**config.mk**
```make
export PLATFORM = sky130hd
export DESIGN_NAME = seg7_scan_ctrl_flat
export DESIGN_NICKNAME = d
export VERILOG_FILES = /design/src/rtl/seg7_pkg.sv /design/src/rtl/seg7_scan_ctrl_if.sv /design/src/rtl/seg7_slot_timer.sv /design/src/rtl/seg7_scan_ctrl.sv /design/src/flat_wrapper.sv
export SDC_FILE = /design/constraint.sdc
export NUM_CORES = 1
export LEC_CHECK = 0
export ABC_AREA = 0
export BUFFER_PORTS_ARGS = -buffer_cell sky130_fd_sc_hd__buf_2
export CAP_MARGIN = 5
export CORE_UTILIZATION = 55
export CTS_CLUSTER_SIZE = 12
export DETAILED_ROUTE_END_ITERATION = 10
export HOLD_SLACK_MARGIN = 0.1
export PLACE_DENSITY = 0.77
export SLEW_MARGIN = 20
export SYNTH_ARGS = -nofsm -noshare
export SYNTH_HDL_FRONTEND = slang
export SYNTH_SLANG_ARGS = --single-unit
```
**constraint.sdc**
```tcl
create_clock -name clk -period 5.8 [get_ports clk]
set_input_delay 0.29 -clock clk [delete_from_list [all_inputs] [get_ports clk]]
set_output_delay 0.29 -clock clk [all_outputs]
set_load 0.02 [all_outputs]
```
**src/rtl/seg7_pkg.sv**
```systemverilog
// seg7_pkg: shared state type, nibble width and leading-zero helper for the scan controller
package seg7_pkg;
  localparam int NIBBLE_W = 4;
  localparam int MAX_DIGITS = 16;
  typedef enum logic [1:0] {IDLE, BLANK, SHOW} scan_state_e;
  function automatic logic [MAX_DIGITS-1:0] lz_mask(input logic [NIBBLE_W*MAX_DIGITS-1:0] v, input int n, input logic en);
    logic z;
    z = 1'b1;
    lz_mask = '0;
    for (int i = MAX_DIGITS - 1; i > 0; i--)
      if (i < n) begin
        z = z & (v[i*NIBBLE_W +: NIBBLE_W] == '0);
        lz_mask[i] = en & z;
      end
  endfunction
endpackage

```
**src/rtl/seg7_scan_ctrl_if.sv**
```systemverilog
// seg7_scan_ctrl_if: valid/ready handshake carrying the packed display value
interface seg7_scan_ctrl_if import seg7_pkg::*; #(parameter int NUM_DIGITS = 4);
  logic [NIBBLE_W*NUM_DIGITS-1:0] value_in;
  logic value_valid;
  logic value_ready;
  modport master (output value_in, value_valid, input value_ready);
  modport slave (input value_in, value_valid, output value_ready);
endinterface

```
**src/rtl/seg7_slot_timer.sv**
```systemverilog
// seg7_slot_timer: per-slot cycle counter with blank and slot terminal-count flags
module seg7_slot_timer #(
  parameter int PRESCALE = 1000,
  parameter int BLANK_CYC = 16
) (
  input  logic clk,
  input  logic rst_n,
  input  logic run,
  output logic blank_done,
  output logic slot_done
);
  localparam int CW = $clog2(PRESCALE);
  localparam logic [CW-1:0] LAST = CW'(PRESCALE - 1);
  localparam logic [CW-1:0] BLAST = CW'(BLANK_CYC == 0 ? 0 : BLANK_CYC - 1);
  logic [CW-1:0] cnt;
  assign slot_done = cnt == LAST;
  assign blank_done = BLANK_CYC == 0 || cnt == BLAST;
  always_ff @(posedge clk)
    cnt <= (!rst_n || !run || slot_done) ? '0 : cnt + 1'b1;
endmodule

```
**src/rtl/seg7_scan_ctrl.sv**
```systemverilog
// seg7_scan_ctrl: time-multiplexed digit scanner with double-buffered value and leading-zero blanking
module seg7_scan_ctrl import seg7_pkg::*; #(
  parameter int NUM_DIGITS = 4,
  parameter int PRESCALE = 1000,
  parameter int BLANK_CYC = 16,
  parameter bit DIGIT_ACTIVE_LOW = 1'b0
) (
  input  logic                  clk,
  input  logic                  rst_n,
  input  logic                  en,
  input  logic                  lz_blank_en,
  seg7_scan_ctrl_if.slave       vin,
  output logic [NIBBLE_W-1:0]   digit_code,
  output logic                  seg_blank,
  output logic [NUM_DIGITS-1:0] digit_sel,
  output logic                  frame_tick
);
  localparam int IW = $clog2(NUM_DIGITS);
  localparam logic [IW-1:0] LAST_IDX = IW'(NUM_DIGITS - 1);
  localparam logic [NUM_DIGITS-1:0] SEL_OFF = {NUM_DIGITS{DIGIT_ACTIVE_LOW}};
  scan_state_e state, nxt_state;
  logic [IW-1:0] idx, nxt_idx;
  logic [NIBBLE_W*NUM_DIGITS-1:0] disp, shadow, nxt_disp;
  logic [NIBBLE_W*MAX_DIGITS-1:0] disp_ext;
  logic [MAX_DIGITS-1:0] lzm;
  logic [NUM_DIGITS-1:0] nxt_sel;
  logic [NIBBLE_W-1:0] nib [NUM_DIGITS];
  logic pending, nxt_pending, blank_done, slot_done, frame_end, commit, accept, nxt_tick;
  seg7_slot_timer #(.PRESCALE(PRESCALE), .BLANK_CYC(BLANK_CYC)) u_timer (
    .clk,
    .rst_n,
    .run(en && state != IDLE),
    .blank_done,
    .slot_done
  );
  // outputs are registered from next-state values so they line up with state, idx and display
  always_comb begin
    frame_end = state == SHOW && slot_done && idx == LAST_IDX;
    commit = pending && (state == IDLE || frame_end);
    accept = vin.value_valid && !pending;
    nxt_pending = !commit && (pending || accept);
    nxt_tick = en && (state == IDLE || frame_end);
    nxt_state = !en ? IDLE :
                state == IDLE ? (BLANK_CYC == 0 ? SHOW : BLANK) :
                state == BLANK ? (blank_done ? SHOW : BLANK) :
                (slot_done && BLANK_CYC != 0) ? BLANK : SHOW;
    nxt_idx = (!en || state == IDLE) ? '0 :
              (state == SHOW && slot_done) ? (idx == LAST_IDX ? '0 : idx + 1'b1) : idx;
    nxt_disp = commit ? shadow : disp;
    disp_ext = '0;
    disp_ext[NIBBLE_W*NUM_DIGITS-1:0] = nxt_disp;
    lzm = lz_mask(disp_ext, NUM_DIGITS, lz_blank_en);
    for (int i = 0; i < NUM_DIGITS; i++) nib[i] = nxt_disp[i*NIBBLE_W +: NIBBLE_W];
    nxt_sel = nxt_state == SHOW ? NUM_DIGITS'(1) << nxt_idx : '0;
  end
  always_ff @(posedge clk) begin
    if (!rst_n) begin
      state <= IDLE;
      idx <= '0;
      disp <= '0;
      shadow <= '0;
      pending <= 1'b0;
      vin.value_ready <= 1'b1;
      digit_sel <= SEL_OFF;
      digit_code <= '0;
      seg_blank <= 1'b1;
      frame_tick <= 1'b0;
    end else begin
      state <= nxt_state;
      idx <= nxt_idx;
      disp <= nxt_disp;
      if (accept) shadow <= vin.value_in;
      pending <= nxt_pending;
      vin.value_ready <= !nxt_pending;
      digit_sel <= SEL_OFF ^ nxt_sel;
      digit_code <= nib[nxt_idx];
      seg_blank <= nxt_state != SHOW || lzm[nxt_idx];
      frame_tick <= nxt_tick;
    end
  end
endmodule

```
**src/flat_wrapper.sv**
```systemverilog
// flat-port wrapper written by rule: the top's interface ports become plain ports
module seg7_scan_ctrl_flat import seg7_pkg::*;
#(
  parameter int NUM_DIGITS = 4,
  parameter int PRESCALE = 1000,
  parameter int BLANK_CYC = 16,
  parameter bit DIGIT_ACTIVE_LOW = 1'b0
)
  (clk, rst_n, en, lz_blank_en, digit_code, seg_blank, digit_sel, frame_tick, vin_value_in, vin_value_valid, vin_value_ready);
  seg7_scan_ctrl_if #(.NUM_DIGITS(NUM_DIGITS)) vin_i ();
  input  logic clk;
  input  logic rst_n;
  input  logic en;
  input  logic lz_blank_en;
  output logic [NIBBLE_W-1:0] digit_code;
  output logic seg_blank;
  output logic [NUM_DIGITS-1:0] digit_sel;
  output logic frame_tick;
  input wire logic [$bits(vin_i.value_in)-1:0] vin_value_in;
  input wire logic [$bits(vin_i.value_valid)-1:0] vin_value_valid;
  output wire logic [$bits(vin_i.value_ready)-1:0] vin_value_ready;
  assign vin_i.value_in = vin_value_in;
  assign vin_i.value_valid = vin_value_valid;
  assign vin_value_ready = vin_i.value_ready;
  seg7_scan_ctrl #(.NUM_DIGITS(NUM_DIGITS), .PRESCALE(PRESCALE), .BLANK_CYC(BLANK_CYC), .DIGIT_ACTIVE_LOW(DIGIT_ACTIVE_LOW)) u_core (.clk(clk), .rst_n(rst_n), .en(en), .lz_blank_en(lz_blank_en), .vin(vin_i), .digit_code(digit_code), .seg_blank(seg_blank), .digit_sel(digit_sel), .frame_tick(frame_tick));
endmodule
```
Word level (Yosys, flattened, before mapping) --
Index checks and enable logic that the tools add are counted.
Storage, ports and cells: register bits 58, bits in latches 0, bits in writable memories 0, ROM bits 0, output and inout port bits 11, word-level logic and storage cells 68, memories 0
Operators by class: add/subtract/negate cells 2, $mul 0, divide/modulo/power cells 0, $lt $le $gt $ge 2, equal/unequal tests 7, shift operators 1, multiplexer cells 14, bitwise operators 6, reduce and logical (&&, ||, !) cells 25
Operators with widths (count):
- two-way mux 16 bit | 1
- two-way mux 2 bit | 8
- zero test 4 bit | 3
- adder 10 x 1 -> 10 bit, second input constant | 1
- == test 10 bit, second input constant | 1
- == test 10 x 4 -> 1 bit, second input constant | 1
- binary-select mux 4 bit (select 2 bit) | 1
- two-way mux 4 bit | 2
- logical AND 1 bit | 7
- == test 2 bit, second input constant | 3
- zero test 1 bit | 6
- logical OR 1 bit | 6
- bitwise AND 1 bit | 5
- less-than comparator 2 x 5 -> 1 bit, second input constant | 1
- left shift 1 x 2 -> 4 bit, first input constant | 1
- greater-or-equal comparator 3 bit, second input constant | 1
- inverter 2 -> 3 bit | 1
- adder 2 x 1 -> 2 bit, second input constant | 1
- binary-select mux 1 bit (select 2 bit) | 1
- == test 2 x 1 -> 1 bit, second input constant | 1
- zero test 2 bit | 1
- inequality test 2 bit, second input constant | 1
- AND reduction 2 bit | 1
- nonzero test 2 bit | 1
- two-way mux 1 bit | 1

Logic depth before layout (Yosys ltp) --
depth in word-level cells 13, depth in mapped cells 8, gate-level depth less buffers 7

Cells and area by module --
From an unflattened synthesis, not the netlist that was laid out.
Second synthesis, totals: cells, all modules 296, area total of the unflattened synthesis 2568.7 µm²
By module, submodules not included:
- seg7_scan_ctrl | instances 1, cells an instance 242, area each 2110.8 µm², seq. area each 960.9 µm²
- seg7_slot_timer | instances 1, cells an instance 54, area each 457.9 µm², seq. area each 200.2 µm²

Worst setup path after synthesis --
OpenSTA, ideal clock, no wires.
path type reg2reg, start point reg u_core.u_timer.cnt[0], end point reg u_core.digit_code[3], setup time 0.115 ns, data arrival time 1.968 ns, required time 5.685 ns, path slack 3.716 ns, cell stages (with the launch flop) 8, buffers on the path 0, clock period less this slack 2.084 ns, path through dfxtp_1 > ha_1 > nand3_4 > nor4_4 > mux2_2 > nor2_1 > a22oi_1 > and3_1
Between the ends: cells in the longest elaborated chain, start to end 9, elaborated cells on any way between the ends 12
RTL lines:
- start, declared | line seg7_slot_timer.sv:15 | logic [CW-1:0] cnt;
- start signal, assigned | line seg7_slot_timer.sv:19 | cnt <= (!rst_n || !run || slot_done) ? '0 : cnt + 1'b1;
- == test 10 bit (*) | line seg7_slot_timer.sv:16 | assign slot_done = cnt == LAST;
- logical AND 1 bit (*) | line seg7_scan_ctrl.sv:38, seg7_scan_ctrl.sv:48
- logical AND 1 bit | line seg7_scan_ctrl.sv:38 | frame_end = state == SHOW && slot_done && idx == LAST_IDX;
- logical OR 1 bit | line seg7_scan_ctrl.sv:39 | commit = pending && (state == IDLE || frame_end);
- logical AND 1 bit | line seg7_scan_ctrl.sv:39
- two-way mux 16 bit | line seg7_scan_ctrl.sv:49 | nxt_disp = commit ? shadow : disp;
- binary-select mux 4 bit (select 2 bit) (*) | line seg7_scan_ctrl.sv:76 | digit_code <= nib[nxt_idx];
- two-way mux 4 bit (implied by the code) (*) (2 in series) | line seg7_scan_ctrl.sv:76
- end signal, assigned | line seg7_scan_ctrl.sv:76
- end, declared | line seg7_scan_ctrl.sv:13 | output logic [NIBBLE_W-1:0] digit_code,
Every way passes the cells marked *; elsewhere a longest branch is shown, timed or not. The select of a mux whose other input is x is not followed. A chain may end at the register's enable or synchronous reset.

Final worst setup path --
start point reg u_core.u_timer.cnt[0], end point reg u_core.digit_code[1]
The elaborated chain is that of the path after synthesis.

==> key figures <==
Outcome
  • Status: finished clean

STA
  • Fin. max-slew vios: 0
  • Setup TNS: 0 ns
  • Setup violators final: 0
  • Max Freq: 409 MHz
  • Final worst path period share: 42.1%
  • Fin Clk Skew: 0.00909 ns
  • Minimum clock period after layout: 2.44 ns
  • Final hold violations: 0
  • Slew @ Worst Pin: 0.627 ns
  • Slew headroom: 58.0%
  • RSZ-0062 raised after global routing: no

Global route
  • First-pass GRT wire length: 7380 um
  • Vias in the first global route: 1,672
  • Total track usage: 22.3%
  • Largest net degree at the start of global routing: 42
  • Antenna violations before repair: 0
  • Grt ovf: 0

Worst setup path
  • Crit path kind: reg2reg
  • Critical Path End Type: flip-flop
  • Worst EP arrival: 2.68 ns
  • CP Launch Type: flip-flop
  • Req. time, crit path: 6.03 ns
  • Worst-path maximum fanout: 5

Synth
  • Compound-Gate Fraction of Synth Area: 11.0%
  • Most numerous cell in the Yosys netlist: dfxtp_1
  • Post-synth top area share: 47.7%
  • Yosys cell types: 37
  • Mapped Area: 2430 um^2
  • Yosys warnings: 0
  • Mux cell area share after synthesis: 9.26%
  • Synth cell count leaders: dfxtp_1 (58), nand2_1 (42), nor2_1 (23), mux2i_1 (18), a21boi_0 (16)
  • Synthesized flop and latch total: 58
  • Synth top area cells: dfxtp_1 (48%), mux2i_1 (7.4%), nand2_1 (6.5%), a21boi_0 (4.9%), nor2_1 (3.5%)
  • Ys flop type: dfxtp_1
  • Main combinational cell family by area after synthesis: simple AND/OR/NAND/NOR gates
  • Post-synth ARST share: 0%
  • Simple-Gate Fraction of Synth Area: 25.8%
  • Cell taking the most area after synthesis: dfxtp_1
  • Avg Cell Area, Syn: 9.65 um^2
  • Post-synth net total: 275
  • Gate Count Post-Synth: 252
  • Sequential cell area fraction in the yosys report: 47.7%
  • Synth Area in Adders: 1.03%
  • EDFF count, synth: 0
  • Post-Synth XOR/XNOR Area: 2.88%

Floorplan
  • I/O Pins: 32
  • Row count: 23
  • Die width: 68.5 um
  • Total core area: 4120 um^2
  • Total die area: 4690 um^2
  • Die height: 68.5 um
  • Starting density of the core: 59.1%

Cells and area
  • # diodes: 0
  • Layout cells sized above 1: 21.5%
  • NumNets Final: 307
  • Synth-to-layout area growth: 15.6%

CTS
  • CTS Sinks: 58
  • Postcts setup bufs: 0
  • Clk root buf: clkbuf_8
  • Level count of the clock H-tree: 3
  • Worst-path clk slew: 0.07 ns
  • Post_cts resized: 0
  • CTS hold repair buffers: 0
  • Clock Path Buffers: 2
  • TritonCTS clock tree: done
  • CTS Buf Count: 9
  • Clock Latency Late Sink: 0.34 ns

Detailed routing
  • Residual DRC: 0
  • Total number of vias: 1,809
  • Routed Wire Length: 4780 um
  • DRT antenna net count: 0
  • Average wire per standard cell: 14.1 um
  • DR pass1 iterations: 4
  • Initial DRC count: 65
  • Mean number of vias per cell: 5.34

Place
  • Port bufs: 31
  • Routability cong.: 0.836
  • DP HPWL: 3310 um

Power and ir drop
  • P_leak: 1.25 nW
  • Peak VDD IR: 182 uV
  • Pwr/cell area: 304 nW/um^2
  • Total Power: 856 uW

Flow run
  • Max_cap viols: 0

Worst hold path
  • Worst Hold Class: in2reg
per-layer routing:
layer | vias up | track usage [%] | routed length, um | share of wire [%]
met5 | - | 0 | 0 | 0
met2 | 35 | 34.8 | 2220 | 46
met3 | 14 | 4.93 | 140 | 2.9
met4 | 0 | 16.7 | 152 | 3.2
li1 | 926 | - | - | -
met1 | 834 | 26.6 | 2270 | 47
stage by stage:
stage	util (%)	std cells	setup slack (ns)	area, um^2	hold slack [ns]
4_1_cts	68.3	339	3.39	2810	0.187
3_5_place_dp	63.3	323	3.41	2610	0.444
2_1_floorplan	-	252	3.72	2430	0.418
5_1_grt	68.3	339	3.28	2810	0.200
6_report	68.3	339	3.36	2810	0.188
3_3_place_gp	63.3	323	3.49	2610	0.431
critical path: stages (launching register included):
cell     delay [ns]
dfxtp_1        0.36
ha_1           0.26
nand3_4        0.13
nor4_4         0.50
mux2_2         0.41
nor2_1         0.31
a22oi_1        0.17
and3_1         0.20
final cells by class:
class	count	area [um^2]
Tap cell	50	62.6
Inverter	3	11.3
Clock inverter	5	52.6
Multi-Input combinational cell	181	1220
Timing Repair Buffer	31	155
Clock buffer	11	151
Sequential cell	58	1160
Fill cell	330	1300
kinds of logic (layout without fill, tap and decap cells):
group,Yosys count,after routing
flip-flops,58,58
buffers and inverters,13,50
adder cells (fa/ha/maj),2,2
AND/OR/NAND/NOR,114,114
XOR/XNOR,8,8
multiplexers,22,22
AO/OA/AOI/OAI,35,35
path summary, 6_finish.rpt:
check                                     endpoint  slack [ns]  depth (start not counted)                             start
setup reg to reg   u_core.digit_code[1]$_SDFF_PN0_        3.36                          7  u_core.u_timer.cnt[0]$_SDFF_PP0_
setup / recovery   u_core.digit_code[1]$_SDFF_PN0_        3.36                          7  u_core.u_timer.cnt[0]$_SDFF_PP0_
hold / removal       u_core.shadow[3]$_SDFFE_PN0P_        0.19                          3                   vin_value_in[3]
hold reg to reg   u_core.u_timer.cnt[0]$_SDFF_PP0_        0.46                          1  u_core.u_timer.cnt[0]$_SDFF_PP0_
power breakdown:
group	internal (mW)	switching, mW	total [mW]
registers	0.410	0.00789	0.418
clock network	0.219	0.161	0.381
logic	0.0254	0.0315	0.0569
total	0.655	0.201	0.856
flip-flops by register name, indices dropped and copies added (netlist names):
signal	cells
u_core.digit_code	4
u_core.digit_sel	4
u_core.disp	16
u_core.frame_tick	1
u_core.idx	2
u_core.pending	1
u_core.seg_blank	1
u_core.shadow	16
u_core.state	2
u_core.u_timer.cnt	10
u_core.vin.value_ready	1
placed cells by master (no fill, tap or decap), drive strengths merged, types with 6 or more instances in the layout:
cell type  instances
nor2b              9
a21boi            16
buf               31
dfxtp             58
nor4               6
mux2i             18
nand2             43
and3               6
clkbuf            11
nor2              23
xnor2              6
and2b             11
a22oi              8
Note: power is estimated with default switching activity, not from simulation.
